`config.mk`:
```
export PLATFORM = sky130hd
export DESIGN_NAME = arbitro_memoria_flat
export DESIGN_NICKNAME = d
export VERILOG_FILES = /design/src/rtl/arbitro_memoria_if.sv /design/src/rtl/arbitro_memoria.sv /design/src/flat_wrapper.sv
export SDC_FILE = /design/constraint.sdc
export NUM_CORES = 1
export LEC_CHECK = 0
export ABC_CLOCK_PERIOD_IN_PS = 4870
export CAP_MARGIN = 20
export CORE_UTILIZATION = 35
export DETAILED_ROUTE_END_ITERATION = 10
export PLACE_DENSITY = 0.72
export SLEW_MARGIN = 20
export SYNTH_ARGS = -nofsm -noshare
export SYNTH_HDL_FRONTEND = slang
export SYNTH_SLANG_ARGS = --single-unit
```
`constraint.sdc`:
```
create_clock -name clk -period 4.87 [get_ports clk]
set_input_delay 0.974 -clock clk [delete_from_list [all_inputs] [get_ports clk]]
set_output_delay 0.974 -clock clk [all_outputs]
set_load 0.005 [all_outputs]
```
`src/rtl/arbitro_memoria_if.sv`:
```
// ---------------------------------------------------------------------------
// arbitro_memoria_if
// Bundle of every signal exchanged between the unified-memory arbiter, the
// two pipeline requesters (fetch and memory stage) and the single memory port.
//
// Modports:
//   master - used by the arbiter: reads the requests and ram_rdata, drives
//            the responses, the stalls and the memory port.
//   slave  - used by the surrounding pipeline/memory: the mirror image.
//
// Signals:
//   if_req / if_addr                     fetch request and PC
//   if_rdata / if_done                   fetched word and completion pulse
//   mem_rd / mem_wr / mem_addr / mem_wdata   load/store request
//   mem_rdata / mem_done                 load data and completion pulse
//   stall_if / stall_mem                 combinational stage stalls
//   ram_en / ram_we / ram_addr / ram_wdata / ram_rdata   memory port
// ---------------------------------------------------------------------------
interface arbitro_memoria_if #(
    parameter int ADDR_W = 32,
    parameter int DATA_W = 32
);
    logic              if_req;
    logic [ADDR_W-1:0] if_addr;
    logic [DATA_W-1:0] if_rdata;
    logic              if_done;
    logic              mem_rd;
    logic              mem_wr;
    logic [ADDR_W-1:0] mem_addr;
    logic [DATA_W-1:0] mem_wdata;
    logic [DATA_W-1:0] mem_rdata;
    logic              mem_done;
    logic              stall_if;
    logic              stall_mem;
    logic              ram_en;
    logic              ram_we;
    logic [ADDR_W-1:0] ram_addr;
    logic [DATA_W-1:0] ram_wdata;
    logic [DATA_W-1:0] ram_rdata;

    modport master (
        input  if_req, if_addr, mem_rd, mem_wr, mem_addr, mem_wdata, ram_rdata,
        output if_rdata, if_done, mem_rdata, mem_done, stall_if, stall_mem,
               ram_en, ram_we, ram_addr, ram_wdata
    );

    modport slave (
        output if_req, if_addr, mem_rd, mem_wr, mem_addr, mem_wdata, ram_rdata,
        input  if_rdata, if_done, mem_rdata, mem_done, stall_if, stall_mem,
               ram_en, ram_we, ram_addr, ram_wdata
    );
endinterface

```
`src/rtl/arbitro_memoria.sv`:
```
// ---------------------------------------------------------------------------
// arbitro_memoria
// Shares one single-port memory between the fetch stage and the memory stage.
// Each granted access holds ram_en for MEM_LAT cycles, then a one-cycle RESP
// state pulses the requester's done flag before the next grant is sampled.
//
// Ports:
//   clk    - clock, all state changes on the rising edge
//   reset  - synchronous active-high reset
//   bus    - arbitro_memoria_if.master: requests, responses, stalls and the
//            memory port
//
// Configuration macro:
//   ARBITRO_RR_EN - when defined, simultaneous requests alternate between the
//                   two ports (round robin); otherwise data always beats fetch.
// ---------------------------------------------------------------------------
module arbitro_memoria #(
    parameter int ADDR_W  = 32,
    parameter int DATA_W  = 32,
    parameter int MEM_LAT = 2
) (
    input  logic               clk,
    input  logic               reset,
    arbitro_memoria_if.master  bus
);

    localparam int CNT_W = (MEM_LAT > 1) ? $clog2(MEM_LAT) : 1;
    localparam logic [CNT_W-1:0] CNT_LOAD = CNT_W'(MEM_LAT - 1);

    typedef enum logic [1:0] {IDLE, BUSY_IF, BUSY_MEM, RESP} state_t;

    state_t            state_q, state_d;
    logic [CNT_W-1:0]  cnt_q, cnt_d;
    logic              owner_mem_q, owner_mem_d;
    logic              we_q, we_d;
    logic [ADDR_W-1:0] addr_q, addr_d;
    logic [DATA_W-1:0] wdata_q, wdata_d;
    logic [DATA_W-1:0] if_rdata_q, if_rdata_d;
    logic [DATA_W-1:0] mem_rdata_q, mem_rdata_d;

    logic req_mem;
    logic req_if;
    logic grant_mem;
    logic busy;
    logic if_done;
    logic mem_done;

    // Request decode and priority. owner_mem_q remembers which port owns the
    // current (or most recent) access, so in round-robin mode it doubles as the
    // last-granted flag: on a collision the port that did not go last wins.
    always_comb begin
        req_mem = bus.mem_rd | bus.mem_wr;
        req_if  = bus.if_req;
`ifdef ARBITRO_RR_EN
        grant_mem = req_mem & (~req_if | ~owner_mem_q);
`else
        grant_mem = req_mem;
`endif
    end

    // State, counter and data registers.
    always_ff @(posedge clk) begin
        if (reset) begin
            state_q     <= IDLE;
            cnt_q       <= '0;
            owner_mem_q <= 1'b0;
            we_q        <= 1'b0;
            addr_q      <= '0;
            wdata_q     <= '0;
            if_rdata_q  <= '0;
            mem_rdata_q <= '0;
        end else begin
            state_q     <= state_d;
            cnt_q       <= cnt_d;
            owner_mem_q <= owner_mem_d;
            we_q        <= we_d;
            addr_q      <= addr_d;
            wdata_q     <= wdata_d;
            if_rdata_q  <= if_rdata_d;
            mem_rdata_q <= mem_rdata_d;
        end
    end

    // Next-state logic. The grant latches address, data and write flag once,
    // so requester inputs are ignored for the rest of the access. Read data is
    // captured on the last busy cycle; a store leaves mem_rdata untouched.
    always_comb begin
        state_d     = state_q;
        cnt_d       = cnt_q;
        owner_mem_d = owner_mem_q;
        we_d        = we_q;
        addr_d      = addr_q;
        wdata_d     = wdata_q;
        if_rdata_d  = if_rdata_q;
        mem_rdata_d = mem_rdata_q;
        case (state_q)
            IDLE: begin
                if (req_mem | req_if) begin
                    owner_mem_d = grant_mem;
                    we_d        = grant_mem & bus.mem_wr;
                    addr_d      = grant_mem ? bus.mem_addr : bus.if_addr;
                    wdata_d     = bus.mem_wdata;
                    cnt_d       = CNT_LOAD;
                    state_d     = grant_mem ? BUSY_MEM : BUSY_IF;
                end
            end
            BUSY_IF, BUSY_MEM: begin
                if (cnt_q == '0) begin
                    state_d = RESP;
                    if (state_q == BUSY_IF) begin
                        if_rdata_d = bus.ram_rdata;
                    end else if (!we_q) begin
                        mem_rdata_d = bus.ram_rdata;
                    end
                end else begin
                    cnt_d = cnt_q - 1'b1;
                end
            end
            RESP: begin
                state_d = IDLE;
            end
            default: begin
                state_d = IDLE;
            end
        endcase
    end

    // Outputs. Stalls are purely combinational so the stage freezes in the
    // same cycle it raises its request and releases in the done cycle.
    always_comb begin
        busy     = (state_q == BUSY_IF) || (state_q == BUSY_MEM);
        if_done  = (state_q == RESP) && !owner_mem_q;
        mem_done = (state_q == RESP) && owner_mem_q;
    end

    assign bus.ram_en    = busy;
    assign bus.ram_we    = busy & we_q;
    assign bus.ram_addr  = addr_q;
    assign bus.ram_wdata = wdata_q;
    assign bus.if_rdata  = if_rdata_q;
    assign bus.mem_rdata = mem_rdata_q;
    assign bus.if_done   = if_done;
    assign bus.mem_done  = mem_done;
    assign bus.stall_if  = bus.if_req & ~if_done;
    assign bus.stall_mem = (bus.mem_rd | bus.mem_wr) & ~mem_done;

endmodule

```
`src/flat_wrapper.sv`:
```
// flat-port wrapper written by rule: the top's interface ports become plain ports
module arbitro_memoria_flat 
#(
    parameter int ADDR_W  = 32,
    parameter int DATA_W  = 32,
    parameter int MEM_LAT = 2
)
  (clk, reset, bus_if_req, bus_if_addr, bus_mem_rd, bus_mem_wr, bus_mem_addr, bus_mem_wdata, bus_ram_rdata, bus_if_rdata, bus_if_done, bus_mem_rdata, bus_mem_done, bus_stall_if, bus_stall_mem, bus_ram_en, bus_ram_we, bus_ram_addr, bus_ram_wdata);
  arbitro_memoria_if #(.ADDR_W(ADDR_W), .DATA_W(DATA_W)) bus_i ();
  input  logic clk;
  input  logic reset;
  input wire logic [$bits(bus_i.if_req)-1:0] bus_if_req;
  input wire logic [$bits(bus_i.if_addr)-1:0] bus_if_addr;
  input wire logic [$bits(bus_i.mem_rd)-1:0] bus_mem_rd;
  input wire logic [$bits(bus_i.mem_wr)-1:0] bus_mem_wr;
  input wire logic [$bits(bus_i.mem_addr)-1:0] bus_mem_addr;
  input wire logic [$bits(bus_i.mem_wdata)-1:0] bus_mem_wdata;
  input wire logic [$bits(bus_i.ram_rdata)-1:0] bus_ram_rdata;
  output wire logic [$bits(bus_i.if_rdata)-1:0] bus_if_rdata;
  output wire logic [$bits(bus_i.if_done)-1:0] bus_if_done;
  output wire logic [$bits(bus_i.mem_rdata)-1:0] bus_mem_rdata;
  output wire logic [$bits(bus_i.mem_done)-1:0] bus_mem_done;
  output wire logic [$bits(bus_i.stall_if)-1:0] bus_stall_if;
  output wire logic [$bits(bus_i.stall_mem)-1:0] bus_stall_mem;
  output wire logic [$bits(bus_i.ram_en)-1:0] bus_ram_en;
  output wire logic [$bits(bus_i.ram_we)-1:0] bus_ram_we;
  output wire logic [$bits(bus_i.ram_addr)-1:0] bus_ram_addr;
  output wire logic [$bits(bus_i.ram_wdata)-1:0] bus_ram_wdata;
  assign bus_i.if_req = bus_if_req;
  assign bus_i.if_addr = bus_if_addr;
  assign bus_i.mem_rd = bus_mem_rd;
  assign bus_i.mem_wr = bus_mem_wr;
  assign bus_i.mem_addr = bus_mem_addr;
  assign bus_i.mem_wdata = bus_mem_wdata;
  assign bus_i.ram_rdata = bus_ram_rdata;
  assign bus_if_rdata = bus_i.if_rdata;
  assign bus_if_done = bus_i.if_done;
  assign bus_mem_rdata = bus_i.mem_rdata;
  assign bus_mem_done = bus_i.mem_done;
  assign bus_stall_if = bus_i.stall_if;
  assign bus_stall_mem = bus_i.stall_mem;
  assign bus_ram_en = bus_i.ram_en;
  assign bus_ram_we = bus_i.ram_we;
  assign bus_ram_addr = bus_i.ram_addr;
  assign bus_ram_wdata = bus_i.ram_wdata;
  arbitro_memoria #(.ADDR_W(ADDR_W), .DATA_W(DATA_W), .MEM_LAT(MEM_LAT)) u_core (.clk(clk), .reset(reset), .bus(bus_i));
endmodule
```
==> results of run 1 <==
logic make-up after synthesis:
kind of cell             share of synthesized area [%]
AND/OR/NAND/NOR                                   21.2
AO/OA/AOI/OAI                                     19.3
flip-flops                                        51.9
buffers and inverters                             5.97
adder cells (fa/ha/maj)                           1.22
multiplexers                                     0.414
path summary, 6_finish.rpt:
path / start / endpoint / slack [ns] / cells after the start
setup reg to reg: u_core.state_q[0] / u_core.bus.mem_rdata[8] / 3.00 / 5
setup / recovery: bus_mem_rd / bus_stall_mem / 1.43 / 5
hold reg to reg: u_core.bus.mem_rdata[22] / u_core.bus.mem_rdata[22] / 0.45 / 2
hold / removal: u_core.bus.mem_rdata[22] / u_core.bus.mem_rdata[22] / 0.45 / 2
state kept, by name, indices dropped and copies added (netlist names):
signal                cells
u_core.bus.ram_wdata     32
u_core.state_q            2
u_core.bus.if_rdata      32
u_core.bus.ram_addr      32
u_core.cnt_q              1
u_core.owner_mem_q        1
u_core.we_q               1
u_core.bus.mem_rdata     32
synthesized netlist by cell type, drive strengths merged:
cell	number	share of area, %
a21o	1	0.15
a311oi	32	5.5
a21oi	99	9.7
o21ai	34	3.3
mux2	1	0.22
nor3b	2	0.39
buf	24	3.6
nor2	36	2.7
o31ai	1	0.41
nor2b	4	0.49
nor4b	1	0.17
o31a	1	0.17
clkbuf	30	2.2
or3b	1	0.17
nand2	229	17
nor3	1	0.097
o21bai	1	0.15
mux2i	1	0.19
inv	3	0.22
nand2b	2	0.24
ha	5	1.2
dfxtp	133	52
and2	2	0.24
layout by cell type (no fill, tap or decap), types with 3 or more instances in the layout:
cell type,Yosys,routed
clkdlybuf4s50_1,0,265
buf_4,3,11
dfxtp_1,133,133
ha_1,5,5
clkbuf_8,0,3
inv_1,3,3
a21oi_1,99,99
a311oi_1,32,32
bufinv_16,0,3
clkbuf_16,0,17
o21ai_0,34,34
nand2_1,229,229
nor2b_1,4,3
nor2_1,35,35
clkinv_2,0,4
worst min-delay path: cells and delay by family, from the launching register on:
kind	cells	cell delay, ns
and+or+nand+nor	1	0.05
DFF	1	0.30
AOI/OAI and AO/OA	1	0.05
stage by stage:
step	power, mW	cells
5_1_grt	4.66	1077
3_3_place_gp	3.10	1046
6_report	4.38	1077
2_1_floorplan	2.34	644
3_5_place_dp	3.11	1046
4_1_cts	4.43	1077
power groups by stage:
stage                     registers (mW)  clock network (mW)  logic (mW)
after global placement              1.53                   0        1.57
after floorplan                     1.55                   0       0.792
final                               1.52                1.31        1.56
after global routing                1.55                1.38        1.73
after detailed placement            1.54                   0        1.58
after CTS                           1.52                1.33        1.59
per-layer routing:
| metal | up-vias | global-route usage, % | wire length (µm) |
|---|---|---|---|
| met1 | 2319 | 22.9 | 6490 |
| met2 | 186 | 35.9 | 7620 |
| met4 | 0 | 9.26 | 367 |
| met5 | - | 0 | 0 |
| met3 | 30 | 7.38 | 1350 |
| li1 | 2625 | - | - |
cell type report:
type	count	area (µm²)	share of cell area (%)
clock buffers	22	474	5.64
clock inverters	9	126	1.50
inverters	3	11.3	0.134
multi-input cells	454	2170	25.9
flip-flops and latches	133	2660	31.7
well taps	180	225	2.68
repair buffers	276	2740	32.5
==> metrics, run 1 <==
status=completed; die extent in y=123 µm; clk_lat worst skew=0.41 ns; Fillers=1287; Flop pwr share=34.6%; Detailed Routing Iterations Pass 1=4; final hold slack=0.451 ns; CTS buffer count=17; Net Switching=1.36 mW; gr ovfl total=0; largest net degree at the start of global routing=101; Post-Syn Area=5130 µm²; Reg clk slew, reported paths=0.05 ns; Yosys cell types=28; H-Tree Depth=4; Int Power=3.03 mW; worst endpoint data arrival time=2.47 ns; Rel. slew slack=27.4%; crit-path most repeated cell=clkdlybuf4s50_1; worst hold-check path type=flop to flop; worst-margin pin slew=1.09 ns; Clk pwr share=29.8%; clk_skew=0.00498 ns; Total GRT Usage=20.8%; final count of hold timing violations=0; Die W=123 µm; flops & latches, synth=133; vias in the first global route=4963; Mean Syn Cell Area=7.97 µm²; CTS-repair resized insts=0; die area=15200 µm²; post-place setup slack=1.44 ns; maximum fanout along the worst path=38; Rows=43; dpl hpwl=10.5 mm; Residual DRC=0; Max Root-Sink Buffers=2; Mapped Nets=782; Area growth syn-to-layout=63.8%; vias per cell=4.79; synth warn=0; Worst path slowest cell=clkdlybuf4s50_1; Root Buffer=clkbuf_16; total length of routed wires=15.8 mm; I/O Buffers=266; crit-path cells=clkdlybuf4s50_1 -> buf_4 -> nor2_2 -> nor2_1 -> clkdlybuf4s50_1; n_diodes=0; CTS tree=done; DRT iter0 DRCs=343; Critical Path Max Stage Delay=0.50 ns; LEAKAGE=3.05 nW; Num Clock Sinks=133; WS Path Type=primary input to output pin; global-route wire length before repair=24.2 mm; CP top delay family=buffers and inverters; CP endpoint kind=output pin; Max Clock Freq=0.291 GHz; Sw Ratio=31.0%; Final setup violation count=0; IO Count=267; Synth Instances=644; maximum vdd ir drop=0.250 mV; share of layout cells above drive strength 1=5.24%; sum of negative setup slack=0 ns; Layout Nets=1023; CP Launch Type=primary input; initial antenna violation count=0; Max Slew Vio Count=0; PwrDens=521 nW/µm²; post-synthesis sequential area ratio=51.9%; CORE AREA=14100 µm²; Buf/Inv on CP=3; Post-DP Area=7810 µm²; post-route cell area=8410 µm²; Max Cap Violations=0; post-CTS setup repair buffer count=0; routed len/inst=14.7 µm; Gate power share=35.6%; Routability Congestion=0.760; Hold Buf Count CTS=0; initial core utilization=36.4%; Period minus WS final=3.44 ns; Layout Utilization=59.7%; Routed Antenna Nets=0; unrepaired setup endpoints after global routing=false; total vias in the final route=5160; Final WS setup=1.43 ns; Req. time, crit path=3.90 ns; Tcrit/Tclk final=70.6%
Note: power is estimated with default switching activity, not from simulation.
==> run 2, diff against run 1 <==
--- a/config.mk
+++ b/config.mk
@@ -5,11 +5,11 @@
 export SDC_FILE = /design/constraint.sdc
 export NUM_CORES = 1
 export LEC_CHECK = 0
-export ABC_CLOCK_PERIOD_IN_PS = 4870
+export ABC_CLOCK_PERIOD_IN_PS = 2800
 export CAP_MARGIN = 20
 export CORE_UTILIZATION = 35
 export DETAILED_ROUTE_END_ITERATION = 10
-export PLACE_DENSITY = 0.72
+export PLACE_DENSITY = 0.75
 export SLEW_MARGIN = 20
 export SYNTH_ARGS = -nofsm -noshare
 export SYNTH_HDL_FRONTEND = slang
==> constraint.sdc (replaced) <==
create_clock -name clk -period 2.8 [get_ports clk]
set_input_delay 0.56 -clock clk [delete_from_list [all_inputs] [get_ports clk]]
set_output_delay 0.56 -clock clk [all_outputs]
set_load 0.005 [all_outputs]
==> run 2 against run 1 <==
- first-iteration DRC count is 22% lower
- flip-flop and latch count stayed put
- count of clock-buffer cells in the layout is 3 lower
- sequential power grew 73%
- cell area grew 1.2%
- die area unchanged
- non-clock buffer count increased by 1
==> metrics, run 2 (synthesis gave the netlist of run 1 again) <==
worst hold-check path type=flop to flop; IO Count=267 (unchanged); Max Root-Sink Buffers=2 (unchanged); Final setup violation count=0 (unchanged); maximum vdd ir drop=0.455 mV (+82%); PwrDens=918 nW/µm² (+76%); CP startpoint=u_core.state_q[0]; Reg clk slew, reported paths=0.06 ns (about the same); Fillers=1289 (+0.16%); Layout Nets=1024 (+0.098%); total vias in the final route=5148 (-0.23%); worst endpoint data arrival time=1.95 ns (-0.52 ns); Critical Path Max Stage Delay=0.53 ns (+0.03 ns); Period minus WS final=2.51 ns; post-CTS setup repair buffer count=0 (unchanged); CP Launch Type=flop; largest net degree at the start of global routing=65 (-36%); Max Cap Violations=0 (unchanged); Routed Antenna Nets=0 (unchanged); unrepaired setup endpoints after global routing=false; Die W=123 µm (unchanged); crit path capture=bus_ram_we; Detailed Routing Iterations Pass 1=4 (unchanged); I/O Buffers=266 (unchanged); R2R Path Start=u_core.state_q[0]; met3 GRT Util=6.83% (-0.55 points); CORE AREA=14100 µm² (unchanged); initial core utilization=36.4% (unchanged); grt peak-use layer=met2; r2r setup slk=1.04 ns (-1.96 ns); global-route wire length before repair=23.3 mm (-3.7%); clk_skew=0.00708 ns (+0.00211 ns); total length of routed wires=15.3 mm (-3.1%); clk_lat worst skew=0.41 ns (about the same); n_diodes=0 (unchanged); Rows=43 (unchanged); Total GRT Usage=19.9% (-0.86 points); non-filler instance count after layout=1079 (+0.19%); die extent in y=123 µm (unchanged); M1 GR Usage=23.6% (+0.69 points); final count of hold timing violations=0 (unchanged); gr ovfl total=0 (unchanged); Tcrit/Tclk final=89.8%; sum of negative setup slack=0 ns (unchanged); Max Slew Vio Count=0 (unchanged); most frequent cells in the layout=clkdlybuf4s50_1 (265), nand2_1 (229), dfxtp_1 (133), a21oi_1 (99), nor2_1 (35); Routability Congestion=0.769 (+1.1%); dpl cells=1047 (+0.096%); share of layout cells above drive strength 1=5.56% (+0.32 points); Root Buffer=clkbuf_16; WS Path Type=flop to output pin; DRT iter0 DRCs=269 (-22%); Rel. slew slack=50.6% (+23 points); crit-path cells=inv_1 -> ha_1 -> and2_1 -> clkdlybuf4s50_1; Req. time, crit path=2.24 ns (-1.66 ns); status=completed; LEAKAGE=3.10 nW (+1.5%); CTS tree=done; Reg2Reg Depth=5 (unchanged); Worst path slowest cell=clkdlybuf4s50_1; CP endpoint kind=output pin; Max Clock Freq=0.398 GHz; Hold Buf Count CTS=0 (unchanged); Residual DRC=0 (unchanged); initial antenna violation count=0 (unchanged); H-Tree Depth=4 (unchanged); Area growth syn-to-layout=65.8%; CTS buffer count=17 (unchanged); CTS-repair resized insts=0 (unchanged); commonest non-fill, non-tap cell in the layout=clkdlybuf4s50_1; grt met2 use=33.2% (-2.7 points); vias per cell=4.77 (-0.42%); die area=15200 µm² (unchanged); dpl hpwl=10.4 mm (-0.87%); FF-to-FF End=u_core.bus.mem_rdata[8]; routed len/inst=14.2 µm (-3.3%); maximum fanout along the worst path=6 (-84%); worst-margin pin slew=0.740 ns (-0.349 ns); vias in the first global route=4602 (-7.3%); Num Clock Sinks=133 (unchanged)
## run 2: power by group
group          internal (mW)  switching, mW
Combinational           1.46           1.29
Clock                   1.60          0.828
Sequential              2.38          0.251
## run 2: per-layer routing
layer  routed length (µm)  up-vias
li1                     -     2630
met1                 6370     2334
met2                 7490      163
met3                 1240       21
met4                  237        0
met5                    0        -
## run 2: critical path, delay by kind of cell, from the launching register on
| kind | cells | cell delay [ns] |
|---|---|---|
| buffers and inverters | 2 | 0.63 |
| adders and majority gates | 1 | 0.39 |
| and+or+nand+nor | 1 | 0.15 |
| DFF | 1 | 0.39 |
## run 2: area by class of cell
| cell class | instances | area, µm² | area share (%) |
|---|---|---|---|
| inverters | 3 | 11.3 | 0.132 |
| clock inverters | 13 | 204 | 2.40 |
| multi-input cells | 454 | 2170 | 25.5 |
| flip-flops and latches | 133 | 2660 | 31.3 |
| clock buffers | 19 | 443 | 5.20 |
| well taps | 180 | 225 | 2.65 |
| repair buffers | 277 | 2790 | 32.8 |
## run 2: stage by stage
stage | utilization [%] | hold slack, ns | total power, mW | area, µm² | worst slack (ns)
after floorplan | - | 0.441 | 4.08 | 5130 | 1.10
after global placement | 55.8 | 0.441 | 5.42 | 7870 | 0.401
after detailed placement | 55.8 | 0.446 | 5.46 | 7870 | 0.407
after CTS | 60.4 | 0.453 | 7.92 | 8510 | 0.237
after global routing | 60.4 | 0.469 | 8.31 | 8510 | 0.155
final | 60.4 | 0.450 | 7.82 | 8510 | 0.286
## run 2: worst min path at each step
stage,from,to,cells past startpoint
2_1_floorplan,u_core.owner_mem_q,u_core.owner_mem_q,2
3_3_place_gp,u_core.bus.if_rdata[22],u_core.bus.if_rdata[22],2
3_5_place_dp,u_core.bus.ram_wdata[20],u_core.bus.ram_wdata[20],2
4_1_cts,u_core.bus.ram_wdata[20],u_core.bus.ram_wdata[20],2
5_1_grt,u_core.bus.ram_wdata[10],u_core.bus.ram_wdata[10],2
6_report,u_core.bus.ram_wdata[8],u_core.bus.ram_wdata[8],2
